<file path="config.mk">
export PLATFORM = sky130hd
export DESIGN_NAME = hwpe_ycbcr2rgb_flat
export DESIGN_NICKNAME = d
export VERILOG_FILES = /design/src/rtl/hwpe_ycbcr2rgb_if.sv /design/src/rtl/hwpe_ycbcr2rgb.sv /design/src/flat_wrapper.sv
export SDC_FILE = /design/constraint.sdc
export NUM_CORES = 2
export LEC_CHECK = 0
export ABC_AREA = 1
export CORE_MARGIN = 4
export CORE_UTILIZATION = 57
export CTS_BUF_LIST = sky130_fd_sc_hd__clkbuf_16
export CTS_CLUSTER_DIAMETER = 60
export DETAILED_ROUTE_END_ITERATION = 8
export PLACE_DENSITY_LB_ADDON = 0.25
export SETUP_SLACK_MARGIN = 0.15
export SLEW_MARGIN = 20
export SYNTH_ARGS = -nofsm -noshare
export SYNTH_HDL_FRONTEND = slang
export SYNTH_SLANG_ARGS = --single-unit
</file>
<file path="constraint.sdc">
create_clock -name clk -period 4.75 [get_ports clk]
set_input_delay 0.95 -clock clk [delete_from_list [all_inputs] [get_ports clk]]
set_output_delay 0.95 -clock clk [all_outputs]
set_load 0.005 [all_outputs]
</file>
<file path="src/rtl/hwpe_ycbcr2rgb_if.sv">
// HWPE stream bundle: valid/ready handshake with data and byte strobes.
interface hwpe_stream_intf_stream #(
  parameter int unsigned DATA_WIDTH = 96
);
  logic                      valid;
  logic                      ready;
  logic [DATA_WIDTH-1:0]     data;
  logic [DATA_WIDTH/8-1:0]   strb;

  modport master (output valid, output data, output strb, input  ready);
  modport slave  (input  valid, input  data, input  strb, output ready);
endinterface

</file>
<file path="src/rtl/hwpe_ycbcr2rgb.sv">
// Full-range BT.601 YCbCr->RGB stream converter, 2-stage elastic pipeline.
// Optional beat/clip counters enabled by defining YCBCR2RGB_STATS_EN.
module hwpe_ycbcr2rgb #(
  parameter int unsigned STREAM_WIDTH  = 96,
  parameter int unsigned CHANNEL_WIDTH = 8
) (
  input  logic                    clk,
  input  logic                    rst_n,
  input  logic                    clear,
  hwpe_stream_intf_stream.slave   ycbcr,
  hwpe_stream_intf_stream.master  rgb
`ifdef YCBCR2RGB_STATS_EN
  ,
  output logic [31:0]             beat_cnt_o,
  output logic [31:0]             clip_cnt_o
`endif
);
  localparam int unsigned NB_PIX = STREAM_WIDTH / 24;
  localparam int unsigned STRB_W = STREAM_WIDTH / 8;
  localparam int unsigned CW     = CHANNEL_WIDTH;
  localparam int unsigned PW     = 20;

  logic                   v1_q, v2_q, en1, en2;
  logic [NB_PIX*PW-1:0]   y_d, y_q, pr_d, pr_q, pgb_d, pgb_q, pgr_d, pgr_q, pb_d, pb_q;
  logic [STRB_W-1:0]      strb1_q, strb2_q;
  logic [STREAM_WIDTH-1:0] rgb_d, rgb_q;
  logic signed [PW-1:0]   cb_s, cr_s, r_s, g_s, b_s;
  logic [CW:0]            r_c, g_c, b_c;
`ifdef YCBCR2RGB_STATS_EN
  logic [NB_PIX-1:0]      clip_d, clip_q;
`endif

  // Returns {clamped_flag, value}; floor shift then saturate to [0,255].
  function automatic logic [CW:0] clamp8(input logic signed [PW-1:0] s);
    logic signed [PW-1:0] t;
    t = s >>> 8;
    if (t < 0)               return {1'b1, 8'h00};
    else if (t > 20'sd255)   return {1'b1, 8'hFF};
    else                     return {1'b0, t[CW-1:0]};
  endfunction

  assign en2         = ~v2_q | rgb.ready;
  assign en1         = ~v1_q | en2;
  assign ycbcr.ready = en1;
  assign rgb.valid   = v2_q;
  assign rgb.data    = rgb_q;
  assign rgb.strb    = strb2_q;

  always_comb begin
    y_d = '0; pr_d = '0; pgb_d = '0; pgr_d = '0; pb_d = '0;
    cb_s = '0; cr_s = '0;
    for (int unsigned i = 0; i < NB_PIX; i++) begin
      cb_s = PW'(ycbcr.data[24*i+CW +: CW]) - 20'sd128;
      cr_s = PW'(ycbcr.data[24*i    +: CW]) - 20'sd128;
      y_d  [PW*i +: PW] = PW'({ycbcr.data[24*i+2*CW +: CW], 8'h00});
      pr_d [PW*i +: PW] = cr_s * 20'sd359;
      pgb_d[PW*i +: PW] = cb_s * 20'sd88;
      pgr_d[PW*i +: PW] = cr_s * 20'sd183;
      pb_d [PW*i +: PW] = cb_s * 20'sd454;
    end
  end

  always_comb begin
    rgb_d = '0;
    r_s = '0; g_s = '0; b_s = '0;
    r_c = '0; g_c = '0; b_c = '0;
`ifdef YCBCR2RGB_STATS_EN
    clip_d = '0;
`endif
    for (int unsigned i = 0; i < NB_PIX; i++) begin
      r_s = $signed(y_q[PW*i +: PW]) + $signed(pr_q[PW*i +: PW]) + 20'sd128;
      g_s = $signed(y_q[PW*i +: PW]) - $signed(pgb_q[PW*i +: PW])
            - $signed(pgr_q[PW*i +: PW]) + 20'sd128;
      b_s = $signed(y_q[PW*i +: PW]) + $signed(pb_q[PW*i +: PW]) + 20'sd128;
      r_c = clamp8(r_s);
      g_c = clamp8(g_s);
      b_c = clamp8(b_s);
      rgb_d[24*i +: 24] = {r_c[CW-1:0], g_c[CW-1:0], b_c[CW-1:0]};
`ifdef YCBCR2RGB_STATS_EN
      clip_d[i] = r_c[CW] | g_c[CW] | b_c[CW];
`endif
    end
  end

  // Data registers only load with a valid beat so outputs stay 0 until the first one.
  always_ff @(posedge clk or negedge rst_n) begin
    if (!rst_n) begin
      v1_q <= 1'b0; v2_q <= 1'b0;
      y_q <= '0; pr_q <= '0; pgb_q <= '0; pgr_q <= '0; pb_q <= '0;
      strb1_q <= '0; strb2_q <= '0; rgb_q <= '0;
    end else if (clear) begin
      v1_q <= 1'b0; v2_q <= 1'b0;
      y_q <= '0; pr_q <= '0; pgb_q <= '0; pgr_q <= '0; pb_q <= '0;
      strb1_q <= '0; strb2_q <= '0; rgb_q <= '0;
    end else begin
      if (en1) begin
        v1_q <= ycbcr.valid;
        if (ycbcr.valid) begin
          y_q <= y_d; pr_q <= pr_d; pgb_q <= pgb_d; pgr_q <= pgr_d; pb_q <= pb_d;
          strb1_q <= ycbcr.strb;
        end
      end
      if (en2) begin
        v2_q <= v1_q;
        if (v1_q) begin
          rgb_q   <= rgb_d;
          strb2_q <= strb1_q;
        end
      end
    end
  end

`ifdef YCBCR2RGB_STATS_EN
  logic [31:0] beat_cnt_q, clip_cnt_q, clip_inc;
  logic [32:0] clip_sum;
  logic        hs;

  assign hs = v2_q & rgb.ready;

  always_comb begin
    clip_inc = '0;
    for (int unsigned i = 0; i < NB_PIX; i++) begin
      if (clip_q[i] && (|strb2_q[3*i +: 3])) clip_inc = clip_inc + 32'd1;
    end
    clip_sum = {1'b0, clip_cnt_q} + {1'b0, clip_inc};
  end

  always_ff @(posedge clk or negedge rst_n) begin
    if (!rst_n) begin
      clip_q <= '0; beat_cnt_q <= '0; clip_cnt_q <= '0;
    end else if (clear) begin
      clip_q <= '0; beat_cnt_q <= '0; clip_cnt_q <= '0;
    end else begin
      if (en2 && v1_q) clip_q <= clip_d;
      if (hs) begin
        if (beat_cnt_q != '1) beat_cnt_q <= beat_cnt_q + 32'd1;
        clip_cnt_q <= clip_sum[32] ? '1 : clip_sum[31:0];
      end
    end
  end

  assign beat_cnt_o = beat_cnt_q;
  assign clip_cnt_o = clip_cnt_q;
`endif
endmodule

</file>
<file path="src/flat_wrapper.sv">
// flat-port wrapper written by rule: the top's interface ports become plain ports
module hwpe_ycbcr2rgb_flat 
#(
  parameter int unsigned STREAM_WIDTH  = 96,
  parameter int unsigned CHANNEL_WIDTH = 8
)
  (clk, rst_n, clear, ycbcr_valid, ycbcr_data, ycbcr_strb, ycbcr_ready, rgb_valid, rgb_data, rgb_strb, rgb_ready);
  hwpe_stream_intf_stream #(.DATA_WIDTH((96))) ycbcr_i ();
  hwpe_stream_intf_stream #(.DATA_WIDTH((96))) rgb_i ();
  input  logic clk;
  input  logic rst_n;
  input  logic clear;
  input wire logic [$bits(ycbcr_i.valid)-1:0] ycbcr_valid;
  input wire logic [$bits(ycbcr_i.data)-1:0] ycbcr_data;
  input wire logic [$bits(ycbcr_i.strb)-1:0] ycbcr_strb;
  output wire logic [$bits(ycbcr_i.ready)-1:0] ycbcr_ready;
  output wire logic [$bits(rgb_i.valid)-1:0] rgb_valid;
  output wire logic [$bits(rgb_i.data)-1:0] rgb_data;
  output wire logic [$bits(rgb_i.strb)-1:0] rgb_strb;
  input wire logic [$bits(rgb_i.ready)-1:0] rgb_ready;
  assign ycbcr_i.valid = ycbcr_valid;
  assign ycbcr_i.data = ycbcr_data;
  assign ycbcr_i.strb = ycbcr_strb;
  assign ycbcr_ready = ycbcr_i.ready;
  assign rgb_valid = rgb_i.valid;
  assign rgb_data = rgb_i.data;
  assign rgb_strb = rgb_i.strb;
  assign rgb_i.ready = rgb_ready;
  hwpe_ycbcr2rgb #(.STREAM_WIDTH(STREAM_WIDTH), .CHANNEL_WIDTH(CHANNEL_WIDTH)) u_core (.clk(clk), .rst_n(rst_n), .clear(clear), .ycbcr(ycbcr_i), .rgb(rgb_i));
endmodule
</file>
# Word-level counts from Yosys, hierarchy flattened
# Cells that the tools add are included.
word_totals:
  ram_bits: 0
  n_memories: 0
  reg_bits: 522
  rom_bits: 0
  output_inout_bits: 110
  latch_bits: 0
op_classes:
  div: 0
  bitwise_logic: 4
  n_lt_le_gt_ge: 24
  n_mul: 16
  n_shift: 0
  n_addsub: 36
  n_reduce_logical: 6
  eq_ne: 0
  muxes: 52
op_table:
  columns: ["cell", "count"]
  rows:
  - ["$mux W80", 15]
  - ["$mux W96", 3]
  - ["$add A20 B9 Y20 const B", 12]
  - ["$mux W8", 24]
  - ["$add A20 B20 Y20", 8]
  - ["$sub A20 B20 Y20", 8]
  - ["$gt A12 B9 Y1 const B", 12]
  - ["$lt A12 B1 Y1 const B", 12]
  - ["$mul A20 B10 Y20 const B", 4]
  - ["$mul A20 B5 Y17 const B", 4]
  - ["$mul A20 B9 Y19 const B", 4]
  - ["$mul A20 B9 Y20 const B", 4]
  - ["$mux W12", 6]
  - ["$sub A8 B8 Y9 const B", 8]
  - ["$reduce_bool A2 Y1", 4]
  - ["$mux W1", 4]
  - ["$reduce_and A2 Y1", 2]
  - ["$not A1 Y1", 2]
  - ["$or A1 B1 Y1", 2]

# Depth between registers and ports, before layout
logic_depth:
  ltp_word: 9
  ltp_mapped: 22

# Worst setup path after synthesis
# Ideal clock, no wire load.
synth_timing:
  path_kind: "input to register"
  start: "input port ycbcr_data[55]"
  end: "register u_core.pr_q[58]"
  path_stages: 21
  path_slack_ns: -0.182
  setup_ns: 0.130
  arrival_time_ns: 4.802
  required_time_ns: 4.620
  path_cell_list: "clkbuf_1 -> inv_1 -> ha_1 -> inv_1 -> ha_1 -> inv_1 -> fa_1 -> inv_1 -> fa_1 -> inv_1 -> fa_1 -> inv_1 -> ha_1 -> nand2_1 -> nor2_1 -> nand2_1 -> nand2_1 -> nand2_1 -> or2_2 -> nand3_1 -> o211ai_1"
synth_between:
  elab_chain_len: 5
synth_lines:
  columns: ["item", "line", "rtl"]
  rows:
  - ["start, declared", "flat_wrapper.sv:14", "input wire logic [$bits(ycbcr_i.data)-1:0] ycbcr_data;"]
  - ["$sub A8 B8 Y9", "hwpe_ycbcr2rgb.sv:54", "cr_s = PW'(ycbcr.data[24*i +: CW]) - 20'sd128;"]
  - ["$mul A20 B10 Y20", "hwpe_ycbcr2rgb.sv:56", "pr_d [PW*i +: PW] = cr_s * 20'sd359;"]
  - ["$mux W80", "hwpe_ycbcr2rgb.sv:98", "if (ycbcr.valid) begin"]
  - ["$mux W80", "hwpe_ycbcr2rgb.sv:96", "if (en1) begin"]
  - ["$mux W80", "hwpe_ycbcr2rgb.sv:91", "end else if (clear) begin"]
  - ["end signal, assigned", "hwpe_ycbcr2rgb.sv:99", "y_q <= y_d; pr_q <= pr_d; pgb_q <= pgb_d; pgr_q <= pgr_d; pb_q <= pb_d;"]
  - ["end, declared", "hwpe_ycbcr2rgb.sv:24", "logic [NB_PIX*PW-1:0] y_d, y_q, pr_d, pr_q, pgb_d, pgb_q, pgr_d, pgr_q, pb_d, pb_q;"]
# No other way between the ends. The select of a mux whose other input is x is not followed.
# A chain may end at the register's enable or synchronous reset.

# Worst setup path after layout
layout_timing:
  start: "input port ycbcr_data[48]"
  end: "register u_core.pr_q[58]"
# Same word-level chain as after synthesis.

==> metrics.md <==
| Metric | Value |
|---|---|
| Maximum vdd drop | slightly below 400 uV |
| Global-route wire length before repair | 200 mm |
| Synth unique cells | 54 |
| Mapped Cells | 5,900 |
| Final slew viol count | 0 |
| Num CTS Buffers | 57 |
| Top cell type by total area after synthesis | dfrtp_1 |
| Area grow syn2layout | 18.5% |
| Synthesized area per cell | 7.66 sq um |
| Final Hold Violating Endpoints | 0 |
| Synth Register Bits | 406 |
| Initial antenna violation count | 4 |
| Tmin final | 4440 ps |
| Critical Path Sink Type | flip-flop |
| Sequential fraction of the synthesis area | 22.5% |
| Max Clk Rate | about 230 MHz |
| DR iter-0 viols | 2,161 |
| IO Count | 223 |
| Compound-gate portion of the synthesized area | 12.0% |
| Die Area | 83,800 sq um |
| Post-route DRC | 0 |
| Xor/xnor cell area share of the yosys netlist | 3.28% |
| Setup slack after layout | 306 ps |
| Cts hold-fix bufs | 0 |
| Met3 usage | just under 3% |
| CP required | 5250 ps |
| Clock Power Share | 16.4% |
| Commonest cells after routing, fill and taps aside | nand2_1 (1,467), inv_1 (1,122), ha_1 (702) |
| Fraction of registers with async set/reset | 100% |
| Gr busiest metal | met2 |
| Post-place setup slack | -643 ps |
| M2 GR Usage | 51.1% |
| Die H | 290 um |
| Most common cell after layout, fill and taps aside | nand2_1 |
| Most used DFF post-synth | dfrtp_1 |
| Layout cells sized above 1 | between 9 and 10% |
| P per Cell Area | 471 nW/um^2 |
| Hold Path Class | in -> async |
| Rel. slew slack | 33.1% |
| CTS Buffer Depth | 3 |
| Root Buffer | clkbuf_16 |
| Mapped cell area | 45,200 sq um |
| Post-Syn Nets | around 7,000 |
| Setup violators final | 0 |
| Wire per inst | ~16 um |
| Vias in the first global route | between 40,000 and 50,000 |
| Routed vias | a little over 40,000 |
| R2R setup slack | 1700 ps |
| RSZ-0062 raised after global routing | no |
| Multi-input combinational cell area | 30,600 sq um |
| Tcrit/Tclk final | approximately 94% |
| Status | finished clean |
| MaxCap Viol Count | 0 |
| Grt ovf | 0 |
| Total wire length | 122 mm |
| Sw frac | a little under half |
| Power share of the sequential group | 18.1% |
| H-tree depth | 2 |
| Post-route ant nets | 0 |
| Row cnt | ~100 |
| Pleak | 0.0291 uW |
| Clock Sinks | 406 |
| Final Skew | ~28 ps |
| Psw | about 12,000 uW |
| Final #Nets | approximately 7,600 |
| Crit-path max FO | 4 |
| Logic gate share of total power | between 60% and 70% |
| CTS tree | yes |
| Critical path class | in -> reg |
| Pint | 13,500 uW |
| Fillers | 6,558 |
| Pre-antenna DRT Iters | 7 |
| Core Area | 78,000 sq um |
| Initial Util | 57.9% |
| Gpl congestion | 0.958 |
| Startpoint Class | primary input |
| CP arrival | 4950 ps |
| Gr usage total | 29.1% |
| Die extent in x | 290 um |
| Post-DP HPWL | 98.5 mm |
| Largest family of logic cells by synthesized area | adder cells |
| PortBufs | 222 |
| Post-synthesis simple-gate area fraction | 19.8% |
| Mux contribution to synthesized area | 0% |
| Setup TNS | 0 ps |
| Final Util | 68.7% |
| Top cells by area, synth | dfrtp_1 (22%), ha_1 (20%), nand2_1 (12%) |
| FF/Latch Area | 10,200 sq um |
| Clk slew on worst S/H paths | 60 ps |
| Worst hold slack | about 350 ps |
| Worst Tran Pin Value | about 1000 ps |
| Post-Synth Adder-Cell Area | 32.0% |
| Synth top area share | roughly 22% |
| Clk Latency, worst-skew pair | 620 ps |
| Yosys warnings | 0 |
| Vias per cell | about 5.3 |
| Met1 Use GR | 37.8% |
| Largest net degree at the start of global routing | 172 |
| Post-synth EDFFs | 0 |
area by class of cell:
type	count	area share, %
flip-flops and latches	406	19.0
multi-input cells	4270	57.2
clock inverters	46	0.722
clock buffers	57	2.66
inverters	1143	8.03
well taps	1040	2.43
diodes	3	0.0140
repair buffers	612	9.91
power by group through the flow:
stage / clock network (uW) / registers [uW] / logic [uW]
global route: 4360 / 4610 / 18800
detailed placement: 0 / 4600 / 16000
CTS: 4200 / 4550 / 16200
floorplan: 0 / 4440 / 10700
global placement: 0 / 4590 / 15800
finish: 4130 / 4550 / 16500
flip-flops by register name (all words and copies together), names as in the netlist:
name and flops:
u_core.v1_q 1, u_core.rgb.valid 1, u_core.y_q 32, u_core.rgb.data 96, u_core.pb_q 64, u_core.pgr_q 80, u_core.strb1_q 12, u_core.pgb_q 56
u_core.rgb.strb 12, u_core.pr_q 52
synth_stat cells (all sizes together) (5+ instances only):
cell type and count:
nand2 1491, inv 1142, ha 716, dfrtp 406, a21oi 363, o21ai 352
nor2 279, fa 275, nand3 248, xor2 97, xnor2 72, nand4 61
buf 59, o22ai 50, nor3 38, a22o 31, o21bai 29, o211ai 25
a21o 24, clkbuf 22, a31oi 19, or2 17, nand3b 16, o21a 11
a21boi 9, a211oi 7, and2 7, o31ai 7, o32ai 6, o2111ai 5
routing by layer:
metal	share of wire, %	up-vias
met1	43	19000
met4	3.6	2
met3	4.6	241
li1	-	20100
met2	49	961
met5	0.011	-
timing repair:
item	4_1_cts	5_1_grt
resized for setup	5	89
endpoints found under the setup margin	14	74
setup buffers	1	4
pin swaps	0	18
hold endpoints to repair	0	0
worst paths after layout:
check | startpoint | end | depth (start not counted)
max | ycbcr_data[48] | u_core.pr_q[58]$_DFFE_PN0P_ | 19
min | rst_n | u_core.pr_q[27]$_DFFE_PN0P_ | 1
max reg2reg | u_core.y_q[51]$_DFFE_PN0P_ | u_core.rgb.data[63]$_DFFE_PN0P_ | 13
min reg2reg | u_core.rgb.data[47]$_DFFE_PN0P_ | u_core.rgb.data[47]$_DFFE_PN0P_ | 2
max in group asynchronous | rst_n | u_core.rgb.data[8]$_DFFE_PN0P_ | 2
min in group clk | u_core.rgb.data[47]$_DFFE_PN0P_ | u_core.rgb.data[47]$_DFFE_PN0P_ | 2
critical path, stage by stage:
cell	delay [ps]
clkdlybuf4s50_1	490
ha_1	330
ha_1	290
inv_1	50
fa_1	480
inv_1	60
fa_1	540
inv_2	40
fa_1	510
inv_2	50
ha_4	280
nand2_1	80
nor2_1	110
nand2_1	70
nand2_2	80
nand2_1	70
or2_2	290
nand3_1	70
o211ai_1	90
cells by family after synthesis:
family / after synthesis
AO/OA/AOI/OAI: 946
XOR/XNOR: 169
adder cells (fa/ha/maj): 991
buffers and inverters: 1224
flip-flops: 406
AND/OR/NAND/NOR: 2164
per-stage QoR:
step / area [sq um] / power [uW] / cells
3_5_place_dp: 51400 / 20600 / 7466
4_1_cts: 53200 / 25000 / 7570
6_report: 53500 / 25200 / 7577
3_3_place_gp: 51400 / 20400 / 7466
5_1_grt: 53500 / 27700 / 7576
2_1_floorplan: 45300 / 15200 / 5900
No activity file was read; power rests on OpenSTA's default activity.
